[src/rtl/debouncer.sv]
// Key debouncer. A raw key level is synchronised and must be seen high for
// GLITCH_CYCLES consecutive synchronised samples before a single one-cycle
// press strobe is emitted. Any low sample aborts the count and re-arms.
module debouncer #(
   parameter int unsigned CLK_FREQ_MHZ   = 150,
   parameter int unsigned GLITCH_TIME_NS = 100
) (
   input  logic clk_i,
   input  logic rst_i,
   input  logic key_i,
   output logic key_pressed_stb_o
);

   localparam int unsigned GLITCH_RAW    = (GLITCH_TIME_NS * CLK_FREQ_MHZ) / 1000;
   localparam int unsigned GLITCH_CYCLES = (GLITCH_RAW < 1) ? 1 : GLITCH_RAW;
   localparam int unsigned CW            = $clog2(GLITCH_CYCLES + 1);
   localparam logic [CW-1:0] C_MAX       = CW'(GLITCH_CYCLES);

   logic          r_s1;
   logic          r_s2;
   logic [CW-1:0] r_cnt;
   logic          r_fired;
   logic          r_stb;
   logic [CW-1:0] w_cnt_next;
   logic          w_fire;

   // Two-flop synchroniser for the asynchronous key level
   always_ff @(posedge clk_i or posedge rst_i) begin
      if (rst_i) begin
         r_s1 <= 1'b0;
         r_s2 <= 1'b0;
      end else begin
         r_s1 <= key_i;
         r_s2 <= r_s1;
      end
   end

   // Next stability count: clear on a low sample, count up and saturate on high.
   // The strobe is decided from this next value so it registers on the same
   // edge the count reaches GLITCH_CYCLES.
   always_comb begin
      w_cnt_next = '0;
      w_fire     = 1'b0;
      if (r_s2) begin
         if (r_cnt == C_MAX) begin
            w_cnt_next = r_cnt;
         end else begin
            w_cnt_next = r_cnt + CW'(1);
         end
         w_fire = (w_cnt_next == C_MAX) && !r_fired;
      end
   end

   // Stability counter register
   always_ff @(posedge clk_i or posedge rst_i) begin
      if (rst_i) begin
         r_cnt <= '0;
      end else begin
         r_cnt <= w_cnt_next;
      end
   end

   // Registered strobe plus fired flag that blocks repeats while the key is held
   always_ff @(posedge clk_i or posedge rst_i) begin
      if (rst_i) begin
         r_stb   <= 1'b0;
         r_fired <= 1'b0;
      end else begin
         r_stb <= w_fire;
         if (!r_s2) begin
            r_fired <= 1'b0;
         end else if (w_fire) begin
            r_fired <= 1'b1;
         end
      end
   end

   assign key_pressed_stb_o = r_stb;

endmodule

[config.mk]
export PLATFORM = sky130hd
export DESIGN_NAME = debouncer
export DESIGN_NICKNAME = d
export VERILOG_FILES = /design/src/rtl/debouncer.sv
export SDC_FILE = /design/constraint.sdc
export NUM_CORES = 1
export LEC_CHECK = 0
export CAP_MARGIN = 20
export CORE_MARGIN = 2
export CORE_UTILIZATION = 25
export CTS_BUF_LIST = sky130_fd_sc_hd__clkbuf_4
export DETAILED_ROUTE_END_ITERATION = 8
export PLACE_DENSITY_LB_ADDON = 0.12
export SETUP_SLACK_MARGIN = 0.02
export SLEW_MARGIN = 25
export SYNTH_ARGS = -nofsm -noshare
export SYNTH_HDL_FRONTEND = slang
export SYNTH_SLANG_ARGS = --single-unit
[constraint.sdc]
create_clock -name clk_i -period 4 [get_ports clk_i]
set_clock_uncertainty 0.05 [all_clocks]
set_input_delay 0.6 -clock clk_i [delete_from_list [all_inputs] [get_ports clk_i]]
set_output_delay 0.6 -clock clk_i [all_outputs]
set_load 0.02 [all_outputs]
==> reports/qor.txt <==
R2R depth = 4
Comb power frac = 0.079
PD cells = 373.0 mW/mm²
Core Util, Final = 0.3248
Flop pwr share = 0.556
layout cells sized above 1 = 0.1351
simple-gate share of the synthesized area = 0.1719
first-pass GRT wire length = 1041 µm
post-synthesis mux area share = 0.02807
Slew Limit Fails = 0
RR Startpoint = r_cnt[0]$_DFF_PP0_
Worst EP arrival = 1.16 ns
Synth-to-Final Area Change = 20.00%
critical path peak fanout = 1
Hold Path End = r_s2$_DFF_PP0_
synth warn = 0
Total Routed Length = 573 µm
Placer Congestion = 0.7263
Adder-Cell Fraction of Synth Area = 0.03509
DRT iter0 DRCs = 3
# resized after CTS = 0
global route total overflow = 0
class of the worst hold path = flip-flop to flip-flop
WP buf/inv = 1
Net Sw Power = 0.00003494 W
reg-to-reg endpoint = key_pressed_stb_o$_DFF_PP0_
status = complete, no violations
Post-Syn Area = 356.6 µm²
fillcell total = 136
largest family of logic cells by synthesized area = simple AND/OR/NAND/NOR gates
Post-Synth XOR/XNOR Area = 0.02456
DRC = 0
I/O Buffers = 3
Clock H-tree levels = 1
vias per cell = 4.885
diode count = 0
Worst Setup Path Type = flip-flop to primary output
number of synthesized register bits = 8
core footprint = 0.001318 mm²
chip height = 41.77 µm
sequential share of the synthesized area = 0.5614
GRT Total Usage = 0.08243
Initial Utilization = 0.2707
First-pass DRT Iterations = 4
post-synth top area share = 0.5614
CTS Buffer Depth = 2
CTS tree = yes
DR WL/cell = 11.02 µm
Post-CTS Hold Buffers = 0
crit end category = primary output
Switching Share = 0.2189
# setup viols final = 0
vias in the first global route = 270
Cell Rows = 13
die footprint = 0.001744 mm²
Cells after Synth = 31
Slowest cell on crit path = clkdlybuf4s50_1
CTS buffer count = 3
Period minus WS final = 1.810 ns
number of distinct library cells after synthesis = 17
Worst path top cell family by delay = buffers and inverters
Max-slew headroom = 0.7997
RSZ-0062 raised after global routing = false
Internal = 0.0001247 W
Max Clk Rate = 0.5523 GHz
Max-Cap Viols = 0
final-stage net count = 43
hold path start = r_s1$_DFF_PP0_
IO Count = 4
DRT antenna net count = 0
Post-CTS Setup Bufs = 0
die width = 41.77 µm
Synth Net Count = 35
detailed placement HPWL = 450.5 µm
hold path cells = 0
Worst-path clk slew = 0.05 ns
crit-path cells = clkdlybuf4s50_1
CP required = 3.35 ns
CP max stage delay = 0.59 ns
flop2flop setup slack = 2.33 ns
clock network fraction of total power = 0.365
largest net degree at the start of global routing = 9
post-synthesis compound-gate area fraction = 0.1474
vias post-DR = 254
leading area contributor after synthesis = dfrtp_1
crit start category = flip-flop
VDD IR max = 0.0001513 V
# clock sinks = 8
period utilization = 0.4526
initial antenna violation count = 0
clk_lat worst skew = 0.24 ns
Hold Fails Final Rpt = 0
TNS Setup = 0 ns
Crit path depth = 1
Slew @ Worst Pin = 0.3000 ns
Leak = 0.1838 nW
clk root buf = clkbuf_4
Syn Area/Cell = 11.50 µm²
Area contributors post-synth = dfrtp_1 (56%), a2111oi_2 (4.2%), nor2_1 (4.2%)
[state kept, by name (all words and copies together), names as in the netlist]
signal / cells
r_s2: 1
r_cnt: 4
r_fired: 1
key_pressed_stb_o: 1
r_s1: 1
[power groups by stage]
stage                       logic, W  clock network (W)  registers (W)
after floorplan           0.00000874                  0      0.0000890
after global placement     0.0000122                  0      0.0000896
after detailed placement   0.0000127                  0      0.0000899
after CTS                  0.0000129          0.0000611      0.0000886
after global routing       0.0000148          0.0000669      0.0000895
final                      0.0000126          0.0000583      0.0000887
[logic make-up after synthesis]
| kind of cell | count (synthesis) |
|---|---|
| and+or+nand+nor | 10 |
| DFF | 8 |
| muxes | 1 |
| AOI/OAI and AO/OA | 7 |
| buffers and inverters | 3 |
| adders and majority gates | 1 |
| xor gates and xnor gates | 1 |
[layout make-up]
class	instances	area, µm²	share of cell area
sequential	8	200.2	0.4678
inverter	3	11.26	0.02632
multi-input combinational	20	145.1	0.3392
clock buffer	3	22.52	0.05263
tap	15	18.77	0.04386
timing repair buffer	3	30.03	0.07018
[how the worst max path moves through the flow]
stage                                start                          end
2_1_floorplan           r_cnt[0]$_DFF_PP0_  key_pressed_stb_o$_DFF_PP0_
3_3_place_gp            r_cnt[0]$_DFF_PP0_  key_pressed_stb_o$_DFF_PP0_
3_5_place_dp            r_cnt[0]$_DFF_PP0_  key_pressed_stb_o$_DFF_PP0_
4_1_cts        key_pressed_stb_o$_DFF_PP0_            key_pressed_stb_o
5_1_grt        key_pressed_stb_o$_DFF_PP0_            key_pressed_stb_o
6_report       key_pressed_stb_o$_DFF_PP0_            key_pressed_stb_o
[cells in the final DEF (no fill, tap or decap)]
cell | Yosys | routed
mux2i_1 | 1 | 1
dfrtp_1 | 8 | 8
clkbuf_4 | 0 | 3
a21oi_1 | 1 | 1
nand4_1 | 1 | 1
and4bb_2 | 1 | 1
a211oi_1 | 1 | 1
xnor2_1 | 1 | 1
a41oi_1 | 1 | 1
a2111oi_2 | 1 | 1
clkdlybuf4s50_1 | 0 | 3
a31oi_1 | 1 | 1
inv_1 | 3 | 3
and4bb_1 | 1 | 1
o21ai_0 | 2 | 2
nand3_1 | 2 | 2
ha_1 | 1 | 1
nor2_1 | 4 | 4
nor3_1 | 1 | 1
[cells in the mapped netlist, drive strengths merged]
library cell / n
nor3: 1
nor2: 4
xnor2: 1
a31oi: 1
mux2i: 1
a41oi: 1
and4bb: 2
a2111oi: 1
a211oi: 1
ha: 1
dfrtp: 8
inv: 3
nand3: 2
nand4: 1
a21oi: 1
o21ai: 2
[metrics by stage]
| step | setup WS [ns] | std cells | cell area [µm²] | hold WS [ns] | power [W] |
|---|---|---|---|---|---|
| after global routing | 2.149 | 52 | 427.9 | 0.3107 | 0.0001712 |
| after global placement | 2.410 | 49 | 405.4 | 0.2890 | 0.0001019 |
| final | 2.190 | 52 | 427.9 | 0.3046 | 0.0001596 |
| after CTS | 2.169 | 52 | 427.9 | 0.3093 | 0.0001625 |
| after floorplan | 2.478 | 31 | 356.6 | 0.2812 | 0.00009771 |
| after detailed placement | 2.359 | 49 | 405.4 | 0.2978 | 0.0001026 |
[per-layer routing]
| metal | up-vias | share of wire | GRT usage | routed length [µm] |
|---|---|---|---|---|
| li1 | 128 | - | - | - |
| met1 | 118 | 0.42 | 0.09214 | 241 |
| met2 | 8 | 0.53 | 0.1313 | 301 |
| met3 | 0 | 0.054 | 0.01304 | 31 |
| met4 | 0 | 0 | 0.07742 | 0 |
| met5 | - | 0 | 0 | 0 |
No activity file was read; power rests on OpenSTA's default activity.
